$ cat src/rtl/lsu_mem_stage_if.sv
// Bundles the EX-side handshake, the data-memory port and the writeback outputs of the load/store stage.
// The slave modport is the stage itself; the master modport is whatever drives it.
interface lsu_mem_stage_if;
  logic        ex_valid;
  logic        ex_ready;
  logic        ex_mem_read;
  logic        ex_mem_write;
  logic [2:0]  ex_funct3;
  logic [31:0] ex_addr;
  logic [31:0] ex_store_data;
  logic [4:0]  ex_rd;
  logic [31:0] data_addr;
  logic [31:0] data_write;
  logic [3:0]  data_write_byte;
  logic [31:0] data_read;
  logic        wb_valid;
  logic        wb_reg_write;
  logic [4:0]  wb_rd;
  logic [31:0] wb_data;
  logic        wb_err;

  modport slave (
    input  ex_valid, ex_mem_read, ex_mem_write, ex_funct3, ex_addr, ex_store_data, ex_rd,
    input  data_read,
    output ex_ready, data_addr, data_write, data_write_byte,
    output wb_valid, wb_reg_write, wb_rd, wb_data, wb_err
  );

  modport master (
    output ex_valid, ex_mem_read, ex_mem_write, ex_funct3, ex_addr, ex_store_data, ex_rd,
    output data_read,
    input  ex_ready, data_addr, data_write, data_write_byte,
    input  wb_valid, wb_reg_write, wb_rd, wb_data, wb_err
  );
endinterface

$ cat src/rtl/lsu_mem_stage.sv
// RV32I load/store unit: lane steering, load extraction and a two-state FSM that splits
// word-crossing accesses into two memory cycles, with registered writeback outputs.
module lsu_mem_stage #(
  parameter int DMEM_BYTES = 128,
  parameter bit SPLIT_EN   = 1'b1
) (
  input  logic           clk,
  input  logic           reset,
  lsu_mem_stage_if.slave bus
);
  typedef enum logic {S_IDLE, S_SECOND} state_t;

  function automatic logic [2:0] size_of(input logic [1:0] f);
    case (f)
      2'b00:   size_of = 3'd1;
      2'b01:   size_of = 3'd2;
      2'b10:   size_of = 3'd4;
      default: size_of = 3'd0;
    endcase
  endfunction

  function automatic logic [3:0] lane_mask(input logic [2:0] n);
    case (n)
      3'd1:    lane_mask = 4'b0001;
      3'd2:    lane_mask = 4'b0011;
      3'd4:    lane_mask = 4'b1111;
      default: lane_mask = 4'b0000;
    endcase
  endfunction

  // hi:lo is the pair of words the access touched; unsplit accesses pass hi = 0.
  function automatic logic [31:0] extract(input logic [31:0] hi, input logic [31:0] lo,
                                          input logic [1:0] off, input logic [2:0] f3);
    logic [31:0] w;
    w = 32'({hi, lo} >> {off, 3'b000});
    case (f3)
      3'b000:  extract = {{24{w[7]}}, w[7:0]};
      3'b100:  extract = {24'h0, w[7:0]};
      3'b001:  extract = {{16{w[15]}}, w[15:0]};
      3'b101:  extract = {16'h0, w[15:0]};
      default: extract = w;
    endcase
  endfunction

  state_t      r_state;
  logic [31:0] r_addr;
  logic [31:0] r_store;
  logic [31:0] r_lo_buf;
  logic [2:0]  r_funct3;
  logic [4:0]  r_rd;
  logic        r_is_store;
  logic        r_wb_valid;
  logic        r_wb_reg_write;
  logic [4:0]  r_wb_rd;
  logic [31:0] r_wb_data;
  logic        r_wb_err;

  logic [2:0]  w_size;
  logic [1:0]  w_off;
  logic        w_f3_ok;
  logic [32:0] w_last;
  logic        w_oor;
  logic        w_split;
  logic        w_err;
  logic        w_xfer;
  logic [7:0]  w_lane;
  logic [2:0]  w_hi_shift;

  assign w_size  = size_of(bus.ex_funct3[1:0]);
  assign w_off   = bus.ex_addr[1:0];
  assign w_f3_ok = (bus.ex_funct3 == 3'b000) || (bus.ex_funct3 == 3'b001) ||
                   (bus.ex_funct3 == 3'b010) || (bus.ex_funct3 == 3'b100) ||
                   (bus.ex_funct3 == 3'b101);
  // Last byte computed in 33 bits so that a wrap past 2^32 lands in the error range.
  assign w_last  = {1'b0, bus.ex_addr} + 33'(w_size) - 33'd1;
  assign w_oor   = w_last[32] || (w_last[31:0] >= 32'(DMEM_BYTES));
  assign w_split = ({1'b0, w_off} + w_size) > 3'd4;
  assign w_err   = !w_f3_ok || (bus.ex_mem_read && bus.ex_mem_write) ||
                   (!bus.ex_mem_read && !bus.ex_mem_write) || w_oor ||
                   (w_split && !SPLIT_EN);
  assign w_xfer  = bus.ex_valid && (r_state == S_IDLE);
  assign w_lane  = {4'h0, lane_mask(w_size)} << w_off;
  assign w_hi_shift = 3'd4 - {1'b0, r_addr[1:0]};

  always_comb begin
    bus.ex_ready        = (r_state == S_IDLE);
    bus.data_addr       = 32'h0;
    bus.data_write      = 32'h0;
    bus.data_write_byte = 4'h0;
    if (r_state == S_SECOND) begin
      bus.data_addr       = {r_addr[31:2], 2'b00} + 32'd4;
      bus.data_write      = r_store >> {w_hi_shift, 3'b000};
      bus.data_write_byte = r_is_store ? (lane_mask(size_of(r_funct3[1:0])) >> w_hi_shift) : 4'h0;
    end else if (w_xfer && !w_err) begin
      bus.data_addr       = {bus.ex_addr[31:2], 2'b00};
      bus.data_write      = bus.ex_store_data << {w_off, 3'b000};
      bus.data_write_byte = bus.ex_mem_write ? w_lane[3:0] : 4'h0;
    end
  end

  // Writeback register stage
  always_ff @(posedge clk or negedge reset) begin
    if (!reset) begin
      r_state        <= S_IDLE;
      r_addr         <= 32'h0;
      r_store        <= 32'h0;
      r_lo_buf       <= 32'h0;
      r_funct3       <= 3'h0;
      r_rd           <= 5'h0;
      r_is_store     <= 1'b0;
      r_wb_valid     <= 1'b0;
      r_wb_reg_write <= 1'b0;
      r_wb_rd        <= 5'h0;
      r_wb_data      <= 32'h0;
      r_wb_err       <= 1'b0;
    end else begin
      r_wb_valid     <= 1'b0;
      r_wb_reg_write <= 1'b0;
      case (r_state)
        S_IDLE: begin
          if (w_xfer) begin
            if (w_err) begin
              r_wb_valid <= 1'b1;
              r_wb_err   <= 1'b1;
              r_wb_rd    <= bus.ex_rd;
              r_wb_data  <= 32'h0;
            end else if (w_split) begin
              r_addr     <= bus.ex_addr;
              r_store    <= bus.ex_store_data;
              r_lo_buf   <= bus.data_read;
              r_funct3   <= bus.ex_funct3;
              r_rd       <= bus.ex_rd;
              r_is_store <= bus.ex_mem_write;
              r_state    <= S_SECOND;
            end else begin
              r_wb_valid     <= 1'b1;
              r_wb_err       <= 1'b0;
              r_wb_rd        <= bus.ex_rd;
              r_wb_data      <= bus.ex_mem_read ?
                                extract(32'h0, bus.data_read, w_off, bus.ex_funct3) : 32'h0;
              r_wb_reg_write <= bus.ex_mem_read && (bus.ex_rd != 5'd0);
            end
          end
        end
        S_SECOND: begin
          r_wb_valid     <= 1'b1;
          r_wb_err       <= 1'b0;
          r_wb_rd        <= r_rd;
          r_wb_data      <= r_is_store ? 32'h0 :
                            extract(bus.data_read, r_lo_buf, r_addr[1:0], r_funct3);
          r_wb_reg_write <= !r_is_store && (r_rd != 5'd0);
          r_state        <= S_IDLE;
        end
        default: r_state <= S_IDLE;
      endcase
    end
  end

  assign bus.wb_valid     = r_wb_valid;
  assign bus.wb_reg_write = r_wb_reg_write;
  assign bus.wb_rd        = r_wb_rd;
  assign bus.wb_data      = r_wb_data;
  assign bus.wb_err       = r_wb_err;
endmodule
$ cat src/flat_wrapper.sv
// flat-port wrapper written by rule: the top's interface ports become plain ports
module lsu_mem_stage_flat 
#(
  parameter int DMEM_BYTES = 128,
  parameter bit SPLIT_EN   = 1'b1
)
  (clk, reset, bus_ex_valid, bus_ex_mem_read, bus_ex_mem_write, bus_ex_funct3, bus_ex_addr, bus_ex_store_data, bus_ex_rd, bus_data_read, bus_ex_ready, bus_data_addr, bus_data_write, bus_data_write_byte, bus_wb_valid, bus_wb_reg_write, bus_wb_rd, bus_wb_data, bus_wb_err);
  lsu_mem_stage_if bus_i ();
  input  logic clk;
  input  logic reset;
  input wire logic [$bits(bus_i.ex_valid)-1:0] bus_ex_valid;
  input wire logic [$bits(bus_i.ex_mem_read)-1:0] bus_ex_mem_read;
  input wire logic [$bits(bus_i.ex_mem_write)-1:0] bus_ex_mem_write;
  input wire logic [$bits(bus_i.ex_funct3)-1:0] bus_ex_funct3;
  input wire logic [$bits(bus_i.ex_addr)-1:0] bus_ex_addr;
  input wire logic [$bits(bus_i.ex_store_data)-1:0] bus_ex_store_data;
  input wire logic [$bits(bus_i.ex_rd)-1:0] bus_ex_rd;
  input wire logic [$bits(bus_i.data_read)-1:0] bus_data_read;
  output wire logic [$bits(bus_i.ex_ready)-1:0] bus_ex_ready;
  output wire logic [$bits(bus_i.data_addr)-1:0] bus_data_addr;
  output wire logic [$bits(bus_i.data_write)-1:0] bus_data_write;
  output wire logic [$bits(bus_i.data_write_byte)-1:0] bus_data_write_byte;
  output wire logic [$bits(bus_i.wb_valid)-1:0] bus_wb_valid;
  output wire logic [$bits(bus_i.wb_reg_write)-1:0] bus_wb_reg_write;
  output wire logic [$bits(bus_i.wb_rd)-1:0] bus_wb_rd;
  output wire logic [$bits(bus_i.wb_data)-1:0] bus_wb_data;
  output wire logic [$bits(bus_i.wb_err)-1:0] bus_wb_err;
  assign bus_i.ex_valid = bus_ex_valid;
  assign bus_i.ex_mem_read = bus_ex_mem_read;
  assign bus_i.ex_mem_write = bus_ex_mem_write;
  assign bus_i.ex_funct3 = bus_ex_funct3;
  assign bus_i.ex_addr = bus_ex_addr;
  assign bus_i.ex_store_data = bus_ex_store_data;
  assign bus_i.ex_rd = bus_ex_rd;
  assign bus_i.data_read = bus_data_read;
  assign bus_ex_ready = bus_i.ex_ready;
  assign bus_data_addr = bus_i.data_addr;
  assign bus_data_write = bus_i.data_write;
  assign bus_data_write_byte = bus_i.data_write_byte;
  assign bus_wb_valid = bus_i.wb_valid;
  assign bus_wb_reg_write = bus_i.wb_reg_write;
  assign bus_wb_rd = bus_i.wb_rd;
  assign bus_wb_data = bus_i.wb_data;
  assign bus_wb_err = bus_i.wb_err;
  lsu_mem_stage #(.DMEM_BYTES(DMEM_BYTES), .SPLIT_EN(SPLIT_EN)) u_core (.clk(clk), .reset(reset), .bus(bus_i));
endmodule
$ cat config.mk
export PLATFORM = sky130hd
export DESIGN_NAME = lsu_mem_stage_flat
export DESIGN_NICKNAME = d
export VERILOG_FILES = /design/src/rtl/lsu_mem_stage_if.sv /design/src/rtl/lsu_mem_stage.sv /design/src/flat_wrapper.sv
export SDC_FILE = /design/constraint.sdc
export NUM_CORES = 1
export LEC_CHECK = 0
export ABC_AREA = 1
export BUFFER_PORTS_ARGS = -buffer_cell sky130_fd_sc_hd__buf_4
export CAP_MARGIN = 15
export CELL_PAD_IN_SITES_DETAIL_PLACEMENT = 0
export CELL_PAD_IN_SITES_GLOBAL_PLACEMENT = 1
export CORE_MARGIN = 2
export CORE_UTILIZATION = 43
export CTS_CLUSTER_DIAMETER = 40
export DETAILED_ROUTE_END_ITERATION = 8
export PLACE_DENSITY = 0.92
export SKIP_CTS_REPAIR_TIMING = 1
export SLEW_MARGIN = 30
export SYNTH_ARGS = -nofsm -noshare
export SYNTH_HDL_FRONTEND = slang
export SYNTH_SLANG_ARGS = --single-unit
$ cat constraint.sdc
create_clock -name clk -period 12.2 [get_ports clk]
set_clock_uncertainty 0.05 [all_clocks]
set_input_delay 1.22 -clock clk [delete_from_list [all_inputs] [get_ports clk]]
set_output_delay 1.22 -clock clk [all_outputs]
set_load 0.02 [all_outputs]
### After elaboration in Yosys (flattened, before gate mapping)

Cells that the tools add are included.

* order comparisons: 2
* reductions and logical operators: 27
* shift-type cells: 6
* bitwise gates (word level): 2
* add/subtract/negate cells: 5
* mux-type cells: 42
* equal/unequal tests: 19

Operator list (count)
* two-way mux 32 bit: 9
* case mux 32 bit (4 select lines): 2
* case mux 32 bit (2 select lines): 1
* right shift 64 x 5 -> 32 bit: 1
* adder 32 x 3 -> 33 bit: 1
* subtractor 33 x 1 -> 33 bit (second input constant): 1
* adder 32 x 3 -> 32 bit (second input constant): 1
* greater-or-equal comparator 32 x 8 -> 1 bit (second input constant): 1
* left shift 32 x 5 -> 32 bit: 1
* right shift 32 x 5 -> 32 bit: 1
* right shift 32 x 6 -> 32 bit: 1
* case mux 4 bit (3 select lines): 2
* two-way mux 4 bit: 5
* == test 3 bit (second input constant): 6
* case mux 3 bit (3 select lines): 2
* two-way mux 5 bit: 3
* == test 3 x 1 -> 1 bit (second input constant): 4
* two-way mux 1 bit: 12
* case mux 5 bit (2 select lines): 1
* nonzero test 5 bit: 2
* == test 3 x 2 -> 1 bit (second input constant): 3
* logical OR 1 bit: 8
* case mux 1 bit (2 select lines): 4
* logical AND 1 bit: 6
* other kinds (16): 25

* logic and storage cells: 115
* register bits: 146
* output and inout bits: 109
* input port bits: 109

### Logic depth before layout (Yosys ltp)

Gate-level depths: netlist of the first run.

* depth after elaboration: 13
* mapped depth: 31

### Worst setup path before layout of the first run

OpenSTA, ideal clock, no wires.

* path kind: input port to output port
* from: in bus_ex_addr[1]
* to: out bus_data_addr[29]
* path buffers: 6
* arrival: 4.730 ns
* slack: 6.200 ns
* stages: 29
* cell sequence: buf_2 > inv_1 > buf_2 > buf_1 > buf_2 > ha_1 > inv_1 > ha_1 > inv_1 > fa_1 > inv_1 > nand3_1 > nand2_1 > nand2_1 > nand2_1 > nand2_1 > nand2_1 > nand2_1 > nand3_1 > nand2_1 > nor2_1 > nand2_1 > nor2_2 > nand3_1 > nor2_1 > buf_4 > buf_4 > nand2_1 > o21ai_0

* cells in the longest elaborated chain, start to end: 9

RTL lines
* start: declaration: RTL line flat_wrapper.sv:15 `input wire logic [$bits(bus_i.ex_addr)-1:0] bus_ex_addr;`
* adder 32 x 3 -> 33 bit *: RTL line lsu_mem_stage.sv:75 `assign w_last = {1'b0, bus.ex_addr} + 33'(w_size) - 33'd1;`
* subtractor 33 x 1 -> 33 bit *: RTL line lsu_mem_stage.sv:75
* greater-or-equal comparator 32 x 8 -> 1 bit: RTL line lsu_mem_stage.sv:76 `assign w_oor = w_last[32] || (w_last[31:0] >= 32'(DMEM_BYTES));`
* logical OR 1 bit *: RTL line lsu_mem_stage.sv:76
* logical OR 1 bit *: RTL line lsu_mem_stage.sv:79 `(!bus.ex_mem_read && !bus.ex_mem_write) || w_oor ||`
* zero test 1 bit *: RTL line lsu_mem_stage.sv:94 `end else if (w_xfer && !w_err) begin`
* logical AND 1 bit *: RTL line lsu_mem_stage.sv:94
* two-way mux 32 bit *: RTL line lsu_mem_stage.sv:94
* two-way mux 32 bit *: RTL line lsu_mem_stage.sv:90 `if (r_state == S_SECOND) begin`
* end: declaration: RTL line flat_wrapper.sv:20 `output wire logic [$bits(bus_i.data_addr)-1:0] bus_data_addr;`

Every way passes the cells marked *; elsewhere a longest branch is shown, timed or not.

### Worst setup path after layout of the first run

* from: in bus_ex_addr[1]
* to: out bus_data_addr[4]

The elaborated chain is that of the path after synthesis.

==> results.sh, run 1 <==
export IMPL_critical_path_required_ps=10930
export IMPL_core_area_sq_um=30700
export IMPL_synthArstFlopShare_pct=100
export IMPL_synth_mux_area_share_pct=0.224
export IMPL_outcome="completed"
export IMPL_cts_root_buf="clkbuf_16"
export IMPL_tns_ps=0
export IMPL_slew_viol_final=0
export IMPL_cp_end_kind="output pin"
export IMPL_nFillCells=3227
export IMPL_hold_class="reg2reg"
export IMPL_synth_seq_cells=146
export IMPL_clk_path_buf_depth=2
export IMPL_fin_crit_sh_pct=56.6
export IMPL_stdcell_count=2812
export IMPL_cts_sinks=146
export IMPL_die_x_microns=181
export IMPL_crit_top_cell="nand2_1"
export IMPL_cpPeakStageDelay_ps=660
export IMPL_ys_types=46
export IMPL_synthXorXnorAreaFrac_pct=0.196
export IMPL_synth_cells=2269
export IMPL_start_util_pct=43.8
export IMPL_nets=2562
export IMPL_die_area_sq_um=32700
export IMPL_viasPerCell=5.39
export IMPL_path_delay_family="simple AND/OR/NAND/NOR gates"
export IMPL_path_max_fanout=39
export IMPL_rows=64
export IMPL_critPathSlowestCell="nor2_4"
export IMPL_drc=0
export IMPL_postSynthAreaPerCell_sq_um=5.92
export IMPL_arrival_ps=5640
export IMPL_cts_htree_levels=4
export IMPL_portBuffers=215
export IMPL_period_minus_slack_ps=6910
export IMPL_grtUsageTotal_pct=29.2
export IMPL_drive_gt1_share_pct=12.4
export IMPL_placed_area_sq_um=15100
export IMPL_max_cap_violations=0
export IMPL_syn_area_sq_um=13400
export IMPL_dp_cells=2779
export IMPL_synthToLayoutAreaGrowth_pct=17.0
export IMPL_synth_edff_count=0
export IMPL_globalplace_congestion=1.01
export IMPL_synth_compound_area_share_pct=15.5
export IMPL_clk_latency_ps=430
export IMPL_wire_per_inst_microns=17.2
export IMPL_startpoint_type="primary input"
export IMPL_grt_pass1_wl_microns=77100
export IMPL_yosysSeqAreaShare_pct=27.2
export IMPL_grt_pass1_vias=14000
export IMPL_setup_ws_ps=5290
export IMPL_final_hold_viol_count=0
export IMPL_synth_top_family_by_area="simple AND/OR/NAND/NOR gates"
export IMPL_place_ws_ps=5310
export IMPL_crit_type="in2out"
export IMPL_synth_ff_type="dfrtp_1"
export IMPL_setup_violations=0
export IMPL_ys_warnings_count=0
export IMPL_maxSlewHeadroom_pct=40.6
export IMPL_overflow=0
export IMPL_numCtsBuffers=17
export IMPL_fin_area_sq_um=15700
export IMPL_yosys_area_share_simple_pct=39.0
export IMPL_max_vdd_ir_drop_mv=0.116
export IMPL_crit_buf_inv=8
export IMPL_via_count=15100
export IMPL_antenna_found_initial=2
export IMPL_io_pins=218
export IMPL_yosys_area_share_adder_pct=4.86
export IMPL_worst_pin_slew_ps=891
export IMPL_die_h_microns=181
export IMPL_wirelength_microns=48500
export IMPL_initialDrtViolationCount=1444
export IMPL_max_freq_mhz=145
export IMPL_p_per_area_nw_per_um2=84.3
export IMPL_grt_max_degree=126
export IMPL_cts_tree="yes"
export IMPL_dpl_hpwl_microns=36400
export IMPL_clk_pin_slew_ps=70
export IMPL_grt_setup_unrepaired="false"
export IMPL_drtAntennaViolNets=0
export IMPL_final_core_util_pct=51.2
export IMPL_drtPass1Iterations=6
export IMPL_p_leak_nw=8.96
synthesized netlist by cell type (3+ instances only):
library cell    n  share of area [%]
or2_2           5               0.23
a21oi_1        65                2.4
nand3_1       143                5.3
buf_2          24               0.89
o21ai_1        23               0.86
nand4_1        57                2.7
nor4_1          3               0.14
inv_1         296                8.3
mux2i_1         3               0.22
o211ai_1       21                1.2
nor2_2          8               0.37
o31ai_1         3               0.17
nand2_1       850                 24
o21bai_1        4               0.22
o21ai_0       209                7.8
dfrtp_1       146                 27
a21o_1          4               0.22
nand2_2         3               0.14
nand3b_1        6               0.34
a22oi_1        16               0.89
ha_1           49                4.6
buf_6          13                1.1
nor3_1         17               0.63
nor2_1        173                4.8
clkbuf_1       59                1.6
buf_1          11               0.31
buf_4          14               0.78
a211oi_1       21                1.2
placed cells by master (no fill, tap or decap), drive strengths merged, types with 3 or more instances in the layout:
cell type	instances
nand2	853
inv	305
buf	235
o21ai	232
nor2	182
dfrtp	146
nand3	143
a21oi	67
nand4	58
ha	49
a211oi	21
o211ai	21
nor3	19
clkbuf	17
a22oi	16
nand3b	7
or2	5
clkinv	5
o21bai	4
a21o	4
nor4	3
o31ai	3
mux2i	3
power by group:
group          switching, mW  leakage (nW)  internal (mW)  total [mW]
Sequential           0.00138          1.69          0.485       0.487
Clock                  0.267         0.288          0.279       0.545
Combinational          0.198          6.98         0.0946       0.292
Total                  0.466          8.96          0.859        1.32
layer usage:
metal,wire length [microns],vias up,track usage (%)
li1,-,7489,-
met1,22300,7006,41.8
met2,21700,592,46.2
met3,3410,58,4.64
met4,1030,2,7.03
met5,16,-,0
kinds of logic (layout without fill, tap and decap cells):
kind of cell | count (synthesis) | after routing
mux | 3 | 3
xor+xnor | 3 | 3
compound gates | 375 | 375
other cells | 1 | 3
flops | 146 | 146
simple gates | 1271 | 1271
buf+inv | 419 | 564
fa+ha+maj | 51 | 51
path summary, 6_finish.rpt:
| check | from | end | slack (ps) | cells after the start |
|---|---|---|---|---|
| max | bus_ex_addr[1] | bus_data_addr[4] | 5290 | 27 |
| min | u_core.r_store[1] | u_core.r_store[1] | 430 | 2 |
| max reg2reg | u_core.r_addr[1] | u_core.bus.wb_data[27] | 9380 | 12 |
| min reg2reg | u_core.r_store[1] | u_core.r_store[1] | 430 | 2 |
| max in group asynchronous | reset | u_core.r_addr[0] | 10070 | 2 |
| min in group asynchronous | reset | u_core.r_addr[18] | 760 | 1 |
sequential cells by signal, summed over array words and instances (netlist names):
| signal | cells |
|---|---|
| u_core.bus.wb_reg_write | 1 |
| u_core.r_funct3 | 3 |
| u_core.r_store | 32 |
| u_core.bus.wb_err | 1 |
| u_core.r_addr | 32 |
| u_core.bus.wb_data | 32 |
| u_core.r_is_store | 1 |
| u_core.bus.wb_valid | 1 |
| u_core.bus.wb_rd | 5 |
| u_core.r_state | 1 |
| u_core.r_rd | 5 |
| u_core.r_lo_buf | 32 |
per-stage QoR:
step           hold WS (ps)  power [mW]
6_report                426        1.32
5_1_grt                 442        1.38
4_1_cts                 428        1.33
3_5_place_dp            410       0.785
3_3_place_gp            403       0.784
2_1_floorplan           392       0.668
layout make-up:
type | count | area (sq um) | area share (%)
well taps | 396 | 495 | 3.15
flip-flops and latches | 146 | 3660 | 23.3
inverters | 297 | 1110 | 7.09
diodes | 1 | 2.50 | 0.0159
repair buffers | 235 | 1780 | 11.3
multi-input cells | 1705 | 8060 | 51.3
clock buffers | 17 | 425 | 2.71
clock inverters | 15 | 179 | 1.14
tightest hold or removal path, stage by stage (launching register included):
cell and delay, ps:
dfrtp_1 350, nand2_1 50, nand2_1 50
Power figures use the tool's default switching activity.
==> inputs of run 2 (changes only) <==
- CORE_UTILIZATION: 43 -> 36
- PLACE_DENSITY: 0.92 -> 0.82
- clock period: 12.2 -> 5.6 ns (I/O delays scaled with it)
==> results.sh, run 2 (synthesized netlist as in run 1, its figures left out) <==
export IMPL_outcome="completed"
export IMPL_reg2reg_slack_ps=2550
export IMPL_setup_violations=0
export IMPL_hold_class="in2async"
export IMPL_wirelength_microns=50200
export IMPL_die_h_microns=197
export IMPL_drtAntennaViolNets=0
export IMPL_viasPerCell=5.20
export IMPL_final_core_util_pct=43.2
export IMPL_met3_usage_pct=5.17
export IMPL_stdcell_count=2894
export IMPL_cp_end_kind="output pin"
export IMPL_antenna_found_initial=1
export IMPL_dpl_hpwl_microns=37900
export IMPL_crit_type="in2out"
export IMPL_rr_worst_depth=11
export IMPL_drc=0
export IMPL_dp_cells=2860
export IMPL_numCtsBuffers=17
export IMPL_cts_root_buf="clkbuf_16"
export IMPL_met2_usage_pct=37.9
export IMPL_clk_path_buf_depth=2
export IMPL_clk_latency_ps=450
export IMPL_via_count=15000
export IMPL_start_util_pct=36.6
export IMPL_drive_gt1_share_pct=12.6
export IMPL_io_pins=218
export IMPL_cpPeakStageDelay_ps=430
export IMPL_grt_max_degree=86
export IMPL_wire_per_inst_microns=17.4
export IMPL_p_per_area_nw_per_um2=183
export IMPL_critical_path_required_ps=4990
export IMPL_rows=70
export IMPL_busiest_layer="met2"
export IMPL_mostFrequentLayoutCell="nand2_1"
export IMPL_worst_pin_slew_ps=846
export IMPL_startpoint_type="primary input"
export IMPL_r2r_start="u_core.r_addr[0]"
export IMPL_grt_use_met1_pct=37.0
export IMPL_maxSlewHeadroom_pct=43.6
export IMPL_overflow=0
export IMPL_grt_setup_unrepaired="false"
export IMPL_path_max_fanout=46
export IMPL_grt_pass1_wl_microns=79100
export IMPL_fin_crit_sh_pct=89.2
export IMPL_max_freq_mhz=200
export IMPL_final_cell_mix="nand2_1 (850), inv_1 (295), buf_4 (242)"
export IMPL_r2r_end="u_core.bus.wb_data[27]"
export IMPL_period_minus_slack_ps=5000
export IMPL_arrival_ps=4390
export IMPL_slew_viol_final=0
export IMPL_core_area_sq_um=36700
export IMPL_p_leak_nw=9.01
export IMPL_drtPass1Iterations=5
export IMPL_cts_tree="yes"
export IMPL_grt_pass1_vias=14200
export IMPL_critPathSlowestCell="nor2_4"
export IMPL_crit_top_cell="nand2_1"
export IMPL_max_cap_violations=0
export IMPL_grtUsageTotal_pct=25.9
export IMPL_die_x_microns=197
export IMPL_portBuffers=215
export IMPL_globalplace_congestion=0.985
export IMPL_nFillCells=4018
export IMPL_die_area_sq_um=38900
export IMPL_clk_pin_slew_ps=70
export IMPL_max_vdd_ir_drop_mv=0.193
export IMPL_synthToLayoutAreaGrowth_pct=18.1
export IMPL_tns_ps=0
export IMPL_cts_sinks=146
export IMPL_final_hold_viol_count=0
export IMPL_cts_htree_levels=4
export IMPL_initialDrtViolationCount=1248
export IMPL_nets=2571
-- run 2: changes by cell type in the layout (fill, tap and decap cells not counted), moves of 3 or more --
cell      previous run  this run
buf_4              232       242
inv_8                5         1
clkinv_8             4         0
inv_6                2         5
-- run 2: power by group --
part | internal [mW] | switching [mW]
Combinational | 0.207 | 0.427
Clock | 0.690 | 0.520
Sequential | 1.06 | 0.00226
Total | 1.95 | 0.950
-- run 2: layout make-up --
type	count	area (sq um)	area share, %
well taps	468	586	3.69
diodes	2	5.00	0.0316
clock buffers	20	457	2.88
inverters	297	1110	7.03
repair buffers	244	1850	11.7
clock inverters	12	144	0.907
flip-flops and latches	146	3660	23.1
multi-input cells	1705	8050	50.7
-- run 2: per-layer routing --
metal	up-vias	part of all wire [%]
met5	-	0
met4	0	3.3
met3	90	8.0
met2	606	42
met1	6844	47
li1	7509	-
-- run 2: per-stage QoR --
| stage | hold slack (ps) | setup WS (ps) | power [mW] | cell area [sq um] |
|---|---|---|---|---|
| 5_1_grt | 65.5 | 143 | 3.05 | 15900 |
| 4_1_cts | 26.1 | 581 | 2.93 | 15900 |
| 2_1_floorplan | 214 | 920 | 1.46 | 13400 |
| 3_3_place_gp | 405 | 726 | 1.71 | 15200 |
| 3_5_place_dp | 409 | 589 | 1.71 | 15300 |
| 6_report | 24.4 | 603 | 2.90 | 15900 |
-- run 2: worst max path at each step --
| stage | from | depth (start not counted) | slack, ps | endpoint |
|---|---|---|---|---|
| after floorplan | bus_ex_addr[1] | 29 | 920 | bus_data_addr[29] |
| after global placement | bus_ex_funct3[1] | 28 | 730 | bus_data_write[20] |
| after detailed placement | bus_ex_funct3[1] | 28 | 590 | bus_data_write[2] |
| after CTS | bus_ex_funct3[1] | 28 | 580 | bus_data_write[2] |
| after global routing | bus_ex_funct3[1] | 28 | 140 | bus_data_addr[24] |
| final | bus_ex_funct3[1] | 28 | 600 | bus_data_addr[29] |
-- run 2: critical path, delay by kind of cell --
kind / cells / cell delay, ps
AOI/OAI and AO/OA: 1 / 120
adders and majority gates: 4 / 960
buffers and inverters: 8 / 1010
and+or+nand+nor: 15 / 1720
